<file path="src/rtl/vga_sprite_engine.sv">
// Pixel stage after vga_control: bouncing square sprite over a background, sync re-timed by one cycle.
// Optional white frame border: define VGA_SPRITE_BORDER_EN.
module vga_sprite_engine #(
   parameter int unsigned CW        = 10,
   parameter int unsigned H_ACTIVE  = 640,
   parameter int unsigned V_ACTIVE  = 480,
   parameter int unsigned BOX_SIZE  = 32,
   parameter int unsigned STEP      = 2,
   parameter logic [2:0]  BOX_COLOR = 3'b100,
   parameter logic [2:0]  BG_COLOR  = 3'b001
) (
   input  logic          clk_25,
   input  logic          reset_n,
   input  logic [CW-1:0] h_count,
   input  logic [CW-1:0] v_count,
   input  logic          bright,
   input  logic          h_sync_in,
   input  logic          v_sync_in,
   output logic [2:0]    rgb,
   output logic          hs,
   output logic          vs,
   output logic          frame_tick
);
   localparam logic [CW:0]   STEP_W = (CW+1)'(STEP);
   localparam logic [CW-1:0] STEP_N = CW'(STEP);
   localparam logic [CW:0]   SIZE_W = (CW+1)'(BOX_SIZE);
   localparam logic [CW:0]   X_MAX  = (CW+1)'(H_ACTIVE - BOX_SIZE);
   localparam logic [CW:0]   Y_MAX  = (CW+1)'(V_ACTIVE - BOX_SIZE);

   logic [CW-1:0] box_x_r, box_y_r;
   logic          dir_x_r, dir_y_r;   // 1 = right / down
   logic [2:0]    rgb_r;
   logic          hs_r, vs_r, frame_tick_r;
   logic          frame_event_s, inside_s;
   logic [CW:0]   step_x_s, step_y_s;
   logic [2:0]    pix_s;

   // One axis move, evaluated one bit wider than the counters so the edge test never wraps.
   // Result is {new_dir, new_pos}.
   function automatic logic [CW:0] step_axis(input logic [CW-1:0] pos,
                                             input logic          fwd,
                                             input logic [CW:0]   lim);
      logic [CW:0] nxt;
      nxt = {1'b0, pos} + STEP_W;
      if (fwd) begin
         if (nxt > lim) step_axis = {1'b0, lim[CW-1:0]};
         else           step_axis = {1'b1, nxt[CW-1:0]};
      end else begin
         if ({1'b0, pos} < STEP_W) step_axis = {1'b1, {CW{1'b0}}};
         else                      step_axis = {1'b0, pos - STEP_N};
      end
   endfunction

   // vs_r doubles as the delayed vsync, so its falling edge marks the start of vertical blanking
   assign frame_event_s = vs_r & ~v_sync_in;
   assign step_x_s      = step_axis(box_x_r, dir_x_r, X_MAX);
   assign step_y_s      = step_axis(box_y_r, dir_y_r, Y_MAX);

   assign inside_s = ({1'b0, h_count} >= {1'b0, box_x_r}) &&
                     ({1'b0, h_count} <  ({1'b0, box_x_r} + SIZE_W)) &&
                     ({1'b0, v_count} >= {1'b0, box_y_r}) &&
                     ({1'b0, v_count} <  ({1'b0, box_y_r} + SIZE_W));

`ifdef VGA_SPRITE_BORDER_EN
   logic border_s;
   assign border_s = (h_count == {CW{1'b0}}) || (h_count == CW'(H_ACTIVE - 1)) ||
                     (v_count == {CW{1'b0}}) || (v_count == CW'(V_ACTIVE - 1));
`endif

   // Pixel colour selection; blanking wins, then border (if built), then sprite
   always_comb begin
      pix_s = BG_COLOR;
      if (!bright) begin
         pix_s = 3'b000;
`ifdef VGA_SPRITE_BORDER_EN
      end else if (border_s) begin
         pix_s = 3'b111;
`endif
      end else if (inside_s) begin
         pix_s = BOX_COLOR;
      end else begin
         pix_s = BG_COLOR;
      end
   end

   // Output registers, sync delay and once-per-frame sprite motion
   always_ff @(posedge clk_25) begin
      if (!reset_n) begin
         rgb_r        <= 3'b000;
         hs_r         <= 1'b1;
         vs_r         <= 1'b1;
         frame_tick_r <= 1'b0;
         box_x_r      <= {CW{1'b0}};
         box_y_r      <= {CW{1'b0}};
         dir_x_r      <= 1'b1;
         dir_y_r      <= 1'b1;
      end else begin
         rgb_r        <= pix_s;
         hs_r         <= h_sync_in;
         vs_r         <= v_sync_in;
         frame_tick_r <= frame_event_s;
         if (frame_event_s) begin
            box_x_r <= step_x_s[CW-1:0];
            dir_x_r <= step_x_s[CW];
            box_y_r <= step_y_s[CW-1:0];
            dir_y_r <= step_y_s[CW];
         end
      end
   end

   assign rgb        = rgb_r;
   assign hs         = hs_r;
   assign vs         = vs_r;
   assign frame_tick = frame_tick_r;
endmodule

</file>
<file path="config.mk">
export PLATFORM = sky130hd
export DESIGN_NAME = vga_sprite_engine
export DESIGN_NICKNAME = d
export VERILOG_FILES = /design/src/rtl/vga_sprite_engine.sv
export SDC_FILE = /design/constraint.sdc
export NUM_CORES = 1
export LEC_CHECK = 0
export ABC_AREA = 1
export BUFFER_PORTS_ARGS = -buffer_cell sky130_fd_sc_hd__buf_2
export CORE_MARGIN = 4
export CORE_UTILIZATION = 62
export DETAILED_ROUTE_END_ITERATION = 12
export PLACE_DENSITY = 0.81
export SYNTH_ARGS = -nofsm -noshare
export SYNTH_HDL_FRONTEND = slang
export SYNTH_SLANG_ARGS = --single-unit
export TNS_END_PERCENT = 50
</file>
<file path="constraint.sdc">
create_clock -name clk_25 -period 3.1 [get_ports clk_25]
set_input_delay 0.31 -clock clk_25 [delete_from_list [all_inputs] [get_ports clk_25]]
set_output_delay 0.31 -clock clk_25 [all_outputs]
set_load 0.05 [all_outputs]
</file>
==> impl_results.md, run 1 <==
- #FFs+latches synth: 25
- Global route overflow: 0
- Initial Util: 0.661
- Register area share after synthesis: 0.184
- CP max stage delay: 0.51 ns
- Ys flop type: dfxtp_1
- Gpl congestion: 0.897
- Buffers on Ports: 27
- Setup TNS: 0 ns
- Residual DRC: 0
- Avg Cell Area, Syn: 6.57 um2
- Critical Path Sink Type: flip-flop
- Die Ht: 74.2 um
- Total GRT Usage: 0.244
- CTS tree: yes
- P&R area growth vs syn: 6.72%
- Worst-path clk slew: 0.09 ns
- Yosys cell types: 35
- Post-DR wirelength/cell: 13.2 um
- Cts hold-fix bufs: 0
- Synth warn: 0
- Max-slew violations: 0
- Vias/cell: 5.63
- Antenna diodes: 0
- I/O pin cnt: 31
- Net count, final: 498
- Initial antenna violation count: 0
- Worst skew pair latency: 0.27 ns
- Vias in the first global route: 2551
- CP Launch Type: flip-flop
- CTS Root Cell: clkbuf_8
- CP bufs+invs: 3
- Mapped Nets: 475
- CP Data Arrival Time: 2.37 ns
- Leakage Power: 1.38 nW
- RSZ-0062 raised after global routing: no
- VDD IR max: 260 uV
- Worst slew pin tran: 0.550 ns
- Ys async rst share: 0
- F_max: 0.464 GHz
- Number of cell rows: 23
- Width of the die: 74.2 um
- Max Cap Violations: 0
- Power density over the cells: 342 nW/um2
- Final Cell Area: 2900 um2
- Final setup fails: 0
- Mapped Cells: 414
- DRT iter0 DRCs: 182
- Core ar.: 4120 um2
- Die area: 5510 um2
- PnR Total Power: 0.994 mW
- Total Wirelength: 6.41 mm
- Htree depth: 1
- First-pass GRT wire length: 10.7 mm
- Clk_skew: 0.00298 ns
- Clock sinks: 25
- Most used cell, CP: nor2_1
- Worst path cell trace: inv_2 -> ha_1 -> inv_1 -> ha_1 -> inv_1 -> or2_2 -> o21a_1 -> nor2_1 -> nor2_1 -> nand4_1 -> nor2_1 -> nor2_1
- Final Cycle Share: 0.695
- Layout cells sized above 1: 0.147
- Largest net degree at the start of global routing: 17
- Status: completed
- ANT nets after route: 0
- Routed via count: 2736
- Post-DP Area: 2860 um2
- Setup Fix Bufs, Post-CTS: 0
- # fillers: 378
- Worst path top cell family by delay: simple AND/OR/NAND/NOR gates
- Core Util, Final: 0.705
- Hpwl dp: 5.16 mm
- Minimum clock period: 2.15 ns
- Clock Path Buffers: 2
- CTS Buf Count: 3
- Synthesized area: 2720 um2
- Worst-path maximum fanout: 7
- Critical Path RT: 3.32 ns
- Drt pass-1 iters: 5
- EDFF count, synth: 0
- Slowest CP cell: dfxtp_1
- Final Hold Fails: 0
- Max-slew headroom: 0.633
- Worst hold path type: input port to flip-flop
- Post-cts gate resize count: 0
- Critical path class: flip-flop to flip-flop
-- kinds of logic (layout without fill, tap and decap cells) --
kind of cell	Yosys count	in the layout	synth area share
adder cells (fa/ha/maj)	36	36	0.166
AO/OA/AOI/OAI	70	70	0.138
XOR/XNOR	16	16	0.0543
other	1	1	0.00138
AND/OR/NAND/NOR	208	208	0.367
flip-flops	25	25	0.184
buffers and inverters	58	80	0.0897
-- cell usage in the layout, fill, tap and decap left out, types with 4 or more instances in the layout --
master,n
a21oi_1,34
buf_2,27
dfxtp_1,25
ha_1,36
inv_1,43
inv_2,5
nand2_1,95
nand2_2,6
nand3_1,19
nand3_2,5
nand3b_1,5
nand4_1,19
nor2_1,37
nor2_2,8
nor3_1,4
o21a_1,4
o21ai_0,18
o21ai_1,7
or2_2,4
xor2_1,13
-- layout make-up --
type                    instances  area [um2]  share of cell area
inverters                      49         184              0.0634
repair buffers                 27         135              0.0466
well taps                      50        62.6              0.0216
multi-input cells             331        1970               0.680
clock buffers                   4        45.0              0.0155
flip-flops and latches         25         500               0.172
-- sequential cells by signal, indices dropped and copies added (netlist names) --
signal and count:
box_x_r 9, box_y_r 9, dir_x_r 1, dir_y_r 1, frame_tick 1, hs 1
rgb 2, vs 1
-- final timing paths --
check        cells past startpoint        from         end  slack (ns)
max                             12  box_x_r[5]      rgb[0]        0.95
min                              2   h_sync_in          hs        0.22
max reg2reg                     12  box_x_r[5]      rgb[0]        0.95
min reg2reg                      2  box_y_r[2]  box_y_r[2]        0.55
-- through the flow --
stage	std cells	hold WS [ns]	worst slack [ns]
floorplan	414	0.407	1.18
finish	486	0.221	0.946
global route	486	0.230	0.809
global placement	482	0.494	0.996
CTS	486	0.221	0.950
detailed placement	482	0.498	0.974
-- Yosys cell counts, types with 7 or more instances --
cell type,n,area share
nor2_2,8,0.018
o21ai_1,7,0.013
inv_1,43,0.059
ha_1,36,0.17
o21ai_0,18,0.033
nand3_1,19,0.035
xor2_1,13,0.042
a21oi_1,34,0.063
dfxtp_1,25,0.18
nor2_1,37,0.051
nand4_1,19,0.044
nand2_1,95,0.13
-- report_power, final --
group / total (mW) / internal (mW) / switching, mW
clock: 0.198 / 0.0920 / 0.106
sequential: 0.392 / 0.345 / 0.0471
combinational: 0.404 / 0.153 / 0.251
total: 0.994 / 0.590 / 0.404
-- routing by layer --
| metal | vias up | wire (um) | global-route usage |
|---|---|---|---|
| met3 | 19 | 288 | 0.0351 |
| met2 | 83 | 3190 | 0.455 |
| met1 | 1216 | 2770 | 0.290 |
| met4 | 0 | 168 | 0.0652 |
| met5 | - | 0 | 0 |
| li1 | 1418 | - | - |
-- worst reg2reg max path: cells and delay by family (launching register included) --
kind,cells,cell delay [ns]
and+or+nand+nor,6,0.65
AOI/OAI and AO/OA,1,0.18
adders and majority gates,2,0.58
DFF,1,0.51
buffers and inverters,3,0.21
No activity file was read; power rests on OpenSTA's default activity.
==> run 2: changes to the inputs <==
--- a/config.mk
+++ b/config.mk
@@ -5,12 +5,12 @@
 export SDC_FILE = /design/constraint.sdc
 export NUM_CORES = 1
 export LEC_CHECK = 0
-export ABC_AREA = 1
+export ABC_AREA = 0
 export BUFFER_PORTS_ARGS = -buffer_cell sky130_fd_sc_hd__buf_2
 export CORE_MARGIN = 4
-export CORE_UTILIZATION = 62
+export CORE_UTILIZATION = 60
 export DETAILED_ROUTE_END_ITERATION = 12
-export PLACE_DENSITY = 0.81
+export PLACE_DENSITY = 0.78
 export SYNTH_ARGS = -nofsm -noshare
 export SYNTH_HDL_FRONTEND = slang
 export SYNTH_SLANG_ARGS = --single-unit
==> constraint.sdc (replaced) <==
create_clock -name clk_25 -period 2.2 [get_ports clk_25]
set_input_delay 0.22 -clock clk_25 [delete_from_list [all_inputs] [get_ports clk_25]]
set_output_delay 0.22 -clock clk_25 [all_outputs]
set_load 0.05 [all_outputs]
==> run 2 against run 1 <==
Against the previous run: routed wire length increased by 20%; highest routed layer unchanged; utilization increased by 2.3 points; combinational power increased by 13%; sequential cell count unchanged; first-iteration DRC count increased by 90%; power increased by 26%; clock skew increased by 0.0026 ns; sequential power increased by 29%; cell area increased by 11%; clock power increased by 46%; critical path type unchanged; register-to-register slack got worse by 0.83 ns; critical endpoint is now rgb[2].
==> impl_results.md, run 2 <==
- Commonest non-fill, non-tap cell in the layout: buf_4
- Width of the die: 75.9 um (+2.3%)
- Vias/cell: 6.64 (+18%)
- Post-DP Area: 3110 um2 (+8.8%)
- Avg Cell Area, Syn: 7.62 um2 (+16%)
- Post-synth top cells: ha_1, dfxtp_1, inv_1, o21ai_0
- Synthesized area: 2770 um2 (+1.8%)
- Vias in the first global route: 2659 (+4.2%)
- Routed via count: 3040 (+11%)
- Drt pass-1 iters: 5 (unchanged)
- Placed insts: 451 (-6.4%)
- Residual DRC: 0 (unchanged)
- P&R area growth vs syn: 16.1%
- Top-area cell type share of the netlist area: 0.181 (-0.00325)
- Leakage Power: 1.25 nW (-9.4%)
- First-pass GRT wire length: 12.5 mm (+17%)
- Die Ht: 75.9 um (+2.3%)
- Most numerous cell in the Yosys netlist: ha_1
- Worst hold path type: input port to flip-flop
- Final setup fails: 0 (unchanged)
- Final Hold Fails: 0 (unchanged)
- Post-DR wirelength/cell: 16.8 um (+27%)
- Critical Path RT: 2.42 ns (-0.90 ns)
- Worst slew pin tran: 0.661 ns (+0.111 ns)
- Core ar.: 4410 um2 (+7.3%)
- Final Cycle Share: 0.946 (+0.251)
- Ys async rst share: 0 (unchanged)
- Max Cap Violations: 0 (unchanged)
- Antenna diodes: 0 (unchanged)
- Clk_skew: 0.00556 ns (+0.00258 ns)
- Status: completed
- Hpwl dp: 5.90 mm (+14%)
- Worst-path clk slew: 0.10 ns (about the same)
- Mapped Nets: 424 (-11%)
- Most frequent cells in the layout: buf_4, ha_1, buf_2
- VDD IR max: 493 uV (+90%)
- EDFF count, synth: 0 (unchanged)
- Net count, final: 468 (-6.0%)
- CTS Root Cell: clkbuf_8
- Setup WS post-layout: 0.119 ns (-0.827 ns)
- #FFs+latches synth: 25 (unchanged)
- Total Wirelength: 7.67 mm (+20%)
- Synth warn: 0 (unchanged)
- Global route overflow: 0 (unchanged)
- Worst slack at placement: 0.0620 ns (-0.912 ns)
- Worst-path maximum fanout: 3 (-4)
- Clock Path Buffers: 2 (unchanged)
- Ys flop type: dfxtp_1
- Minimum clock period: 2.08 ns (-0.0732 ns)
- Clock sinks: 25 (unchanged)
- Max-slew headroom: 0.558 (-0.0751)
- Htree depth: 1 (unchanged)
- Mapped Cells: 363 (-12%)
- ANT nets after route: 0 (unchanged)
- Yosys cell types: 66 (+89%)
- Largest net degree at the start of global routing: 22 (+5)
- CP Data Arrival Time: 2.30 ns (-0.07 ns)
- F_max: 0.481 GHz (+3.5%)
- Critical path class: flip-flop to flip-flop
- I/O pin cnt: 31 (unchanged)
- Core Util, Final: 0.728 (+0.0228)
- Number of cell rows: 24 (+4.3%)
- Initial Util: 0.627 (-0.0337)
- # fillers: 376 (-0.53%)
- Register area share after synthesis: 0.181 (-0.00325)
- CTS tree: yes
- Top post-synthesis cells by area: dfxtp_1, ha_1, xnor2_1
- Die area: 5760 um2 (+4.6%)
- Cell taking the most area after synthesis: dfxtp_1
- Layout cells sized above 1: 0.229 (+0.0823)
- Gpl congestion: 0.937 (+4.6%)
- Buffers on Ports: 27 (unchanged)
- CTS Buf Count: 3 (unchanged)
- Final Cell Area: 3210 um2 (+11%)
- Critical Path Sink Type: flip-flop
- Fin cells: 458 (-5.8%)
- Worst skew pair latency: 0.28 ns (about the same)
- Power density over the cells: 389 nW/um2 (+14%)
- Total GRT Usage: 0.252 (+0.00806)
- DRT iter0 DRCs: 346 (+90%)
- Initial antenna violation count: 0 (unchanged)
- RSZ-0062 raised after global routing: yes
- Max-slew violations: 0 (unchanged)
- CP Launch Type: flip-flop
## run 2: changes by cell type after synthesis, sizes merged, moves of 8 or more
cell / before / now
a211oi: 1 / 10
a21oi: 34 / 22
a31oi: 2 / 12
clkbuf: 3 / 11
inv: 48 / 25
nand2: 102 / 22
nor2: 47 / 17
xnor2: 2 / 14
xor2: 14 / 0
## run 2: layout make-up
cell class,count,area (um2),area share
clock buffer,3,41.3,0.0129
clock inverter,1,7.51,0.00234
inverter,26,97.6,0.0304
multi-input combinational,288,2090,0.650
sequential,25,509,0.158
tap,52,65.1,0.0202
timing repair buffer,63,405,0.126
## run 2: cells by family (layout without fill, tap and decap cells)
family          Yosys count  after routing  synth area share
xor+xnor                 14             14            0.0443
compound gates          117            117             0.296
flops                    25             25             0.181
simple gates            117            117             0.231
mux                       3              3            0.0109
buf+inv                  50             93            0.0737
fa+ha+maj                36             36             0.163
other cells               1              1           0.00135
## run 2: path summary, 6_finish.rpt
kind	start	to	slack, ns	depth (start not counted)
worst min register to register	box_y_r[9]	box_y_r[9]	0.54	2
worst max register to register	box_x_r[7]	rgb[2]	0.12	7
worst min-delay path	h_sync_in	hs	0.13	2
worst max-delay path	box_x_r[7]	rgb[2]	0.12	7
## run 2: timing repair
item	CTS	global route
resized for setup	0	11
hold buffers	0	0
buffers inserted	0	3
endpoints found under the setup margin	0	12
## run 2: critical path: stages, from the launching register on
cell	delay [ns]
dfxtp_1	0.37
nand3_1	0.17
xnor2_1	0.21
ha_1	0.28
a211o_1	0.32
a221o_1	0.31
a211oi_2	0.17
and4b_1	0.21
## run 2: stage by stage
step	power, mW	hold WS (ns)	TNS, ns
floorplan	0.803	0.321	0
global placement	0.936	0.403	0
detailed placement	0.955	0.413	0
CTS	1.24	0.121	0
global route	1.33	0.125	-0.0698
finish	1.25	0.125	0
## run 2: layer usage
metal / GRT usage / part of all wire / wire, um / vias to the layer above
met1: 0.350 / 0.43 / 3320 / 1375
met3: 0.0391 / 0.088 / 674 / 11
li1: - / - / - / 1470
met5: 0 / 0 / 0 / -
met2: 0.408 / 0.47 / 3600 / 184
met4: 0.0534 / 0.0099 / 76 / 0
## run 2: power by group
group,switching (mW),internal [mW],total [mW],leakage (nW)
logic,0.258,0.198,0.455,1.02
clock network,0.160,0.129,0.289,0.0217
registers,0.0322,0.473,0.506,0.207
==> run 3: changes to the inputs <==
--- a/config.mk
+++ b/config.mk
@@ -8,9 +8,9 @@
 export ABC_AREA = 0
 export BUFFER_PORTS_ARGS = -buffer_cell sky130_fd_sc_hd__buf_2
 export CORE_MARGIN = 4
-export CORE_UTILIZATION = 60
+export CORE_UTILIZATION = 54
 export DETAILED_ROUTE_END_ITERATION = 12
-export PLACE_DENSITY = 0.78
+export PLACE_DENSITY = 0.74
 export SYNTH_ARGS = -nofsm -noshare
 export SYNTH_HDL_FRONTEND = slang
 export SYNTH_SLANG_ARGS = --single-unit
==> constraint.sdc (replaced) <==
create_clock -name clk_25 -period 1.8 [get_ports clk_25]
set_input_delay 0.18 -clock clk_25 [delete_from_list [all_inputs] [get_ports clk_25]]
set_output_delay 0.18 -clock clk_25 [all_outputs]
set_load 0.05 [all_outputs]
==> run 3 against run 2 <==
Against the previous run: the run now ends with negative setup slack left; non-clock buffer count rose by 75; sequential share of layout area fell by 3.3 points; die area rose by 9.9%; cell count rose by 20%; clock-buffer cell count did not move; critical path depth rose by 1; maximum frequency rose by 1.9%; via count rose by 20%; routed wire length rose by 43%; utilization rose by 15 points; global-route usage rose by 4.9 points; power rose by 41%.
==> impl_results.md, run 3 (same netlist as run 2, synthesis figures left out) <==
- Status: complete, but fails checks
- Violated checks: negative setup slack
- Routed via count: 3633 (+20%)
- Die area: 6330 um2 (+9.9%)
- Power density over the cells: 414 nW/um2 (+6.5%)
- Leakage Power: 1.65 nW (+32%)
- DRT iter0 DRCs: 551 (+59%)
- Grt met1 use: 0.368 (+0.0184)
- Critical path class: flip-flop to flip-flop
- Cts hold-fix bufs: 0 (unchanged)
- Final Hold Fails: 0 (unchanged)
- Hpwl dp: 6.86 mm (+16%)
- Critical Path RT: 2.02 ns (-0.40 ns)
- Met3 Use GR: 0.0406 (+0.00153)
- Number of cell rows: 25 (+4.2%)
- Setup WS post-layout: -0.243 ns (-0.362 ns)
- RSZ-0062 raised after global routing: yes
- Clock Path Buffers: 2 (unchanged)
- Total Wirelength: 11.0 mm (+43%)
- Core ar.: 4850 um2 (+9.8%)
- ANT nets after route: 0 (unchanged)
- Post-DR wirelength/cell: 20.0 um (+19%)
- CTS Root Cell: clkbuf_8
- Top Usage Layer GRT: met2
- CTS Buf Count: 3 (unchanged)
- Worst hold path type: input port to flip-flop
- Register area: 532 um2 (+4.4%)
- Worst skew pair latency: 0.28 ns (about the same)
- Grt met2 use: 0.544 (+0.136)
- P&R area growth vs syn: 53.6%
- Final Cycle Share: 1.13 (+0.189)
- Worst-path clk slew: 0.10 ns (about the same)
- Minimum clock period: 2.04 ns (-0.0384 ns)
- Critical Path Sink Type: flip-flop
- Layout cells sized above 1: 0.462 (+0.232)
- Clk_skew: 0.0121 ns (+0.00654 ns)
- CTS tree: yes
- First-pass GRT wire length: 15.2 mm (+22%)
- Initial Util: 0.571 (-0.0561)
- Clock sinks: 25 (unchanged)
- Final setup fails: 19 (+19)
- Worst-path maximum fanout: 3 (unchanged)
- CP Data Arrival Time: 2.26 ns (-0.04 ns)
- Vias in the first global route: 3306 (+24%)
- Fin cells: 548 (+20%)
- Initial antenna violation count: 0 (unchanged)
- Die Ht: 79.6 um (+4.8%)
- Buffers on Ports: 27 (unchanged)
- Width of the die: 79.6 um (+4.8%)
- Drt pass-1 iters: 8 (+3)
- Residual DRC: 0 (unchanged)
- Largest net degree at the start of global routing: 22 (unchanged)
- Htree depth: 1 (unchanged)
- # fillers: 250 (-34%)
- CP Launch Type: flip-flop
- VDD IR max: 560 uV (+14%)
- Gpl congestion: 0.943 (+0.60%)
- Placed insts: 531 (+18%)
- Antenna diodes: 0 (unchanged)
- Net count, final: 543 (+16%)
- Most frequent cells in the layout: buf_4, ha_1, buf_2
- Total GRT Usage: 0.301 (+0.0488)
- Reg2Reg Setup Slack: -0.24 ns (-0.36 ns)
- I/O pin cnt: 31 (unchanged)
- Global route overflow: 0 (unchanged)
- Max-slew violations: 0 (unchanged)
- F_max: 0.490 GHz (+1.9%)
- Vias/cell: 6.63 (-0.12%)
- Max Cap Violations: 0 (unchanged)
- Multi-input combinational cell area: 2500 um2 (+20%)
- Hold Slack: 0.0761 ns (-0.0489 ns)
- Commonest non-fill, non-tap cell in the layout: buf_4
[run 3: final cells by class]
class / instances / area share
multi-input combinational: 288 / 0.589
timing repair buffer: 138 / 0.232
sequential: 25 / 0.125
inverter: 26 / 0.0235
tap: 67 / 0.0197
clock buffer: 3 / 0.00971
clock inverter: 1 / 0.00118
[run 3: power by group]
| group | internal [mW] | switching [mW] | leakage, nW |
|---|---|---|---|
| Combinational | 0.377 | 0.430 | 1.42 |
| Clock | 0.155 | 0.191 | 0.0255 |
| Sequential | 0.577 | 0.0315 | 0.211 |
[run 3: path summary, 6_finish.rpt]
kind,startpoint,end,depth (start not counted)
worst min register to register,box_y_r[9],box_y_r[9],3
worst min-delay path,h_sync_in,hs,2
worst max register to register,box_x_r[6],rgb[2],8
worst max-delay path,box_x_r[6],rgb[2],8
[run 3: critical path, cell delays in order (launching register included)]
cell and delay (ns):
dfxtp_4 0.37, buf_4 0.12, nand3_4 0.07, xnor2_1 0.13, ha_1 0.31, a211o_1 0.27, a221o_1 0.33, a211oi_2 0.18
and4b_1 0.20
[run 3: routing by layer]
layer  vias to the layer above  part of all wire
li1                       1622                 -
met1                      1641              0.36
met2                       287              0.47
met3                        83              0.11
met4                         0             0.055
met5                         -                 0
[run 3: stage by stage]
step	power, mW	setup TNS [ns]	cell area [um2]	setup slack, ns	util
global placement	1.25	-1.00	3700	-0.150	0.763
global route	1.84	-3.46	4250	-0.391	0.877
floorplan	0.982	-0.253	2880	-0.145	-
detailed placement	1.27	-2.54	3700	-0.273	0.763
CTS	1.63	-0.826	3940	-0.209	0.812
finish	1.76	-1.95	4250	-0.243	0.877
[run 3: what timing repair did]
| action | 4_1_cts | 5_1_grt |
|---|---|---|
| pin swaps | 10 | 22 |
| buffers inserted | 7 | 6 |
| resized for setup | 34 | 55 |
| setup endpoints to repair | 21 | 21 |
| gates cloned | 0 | 0 |
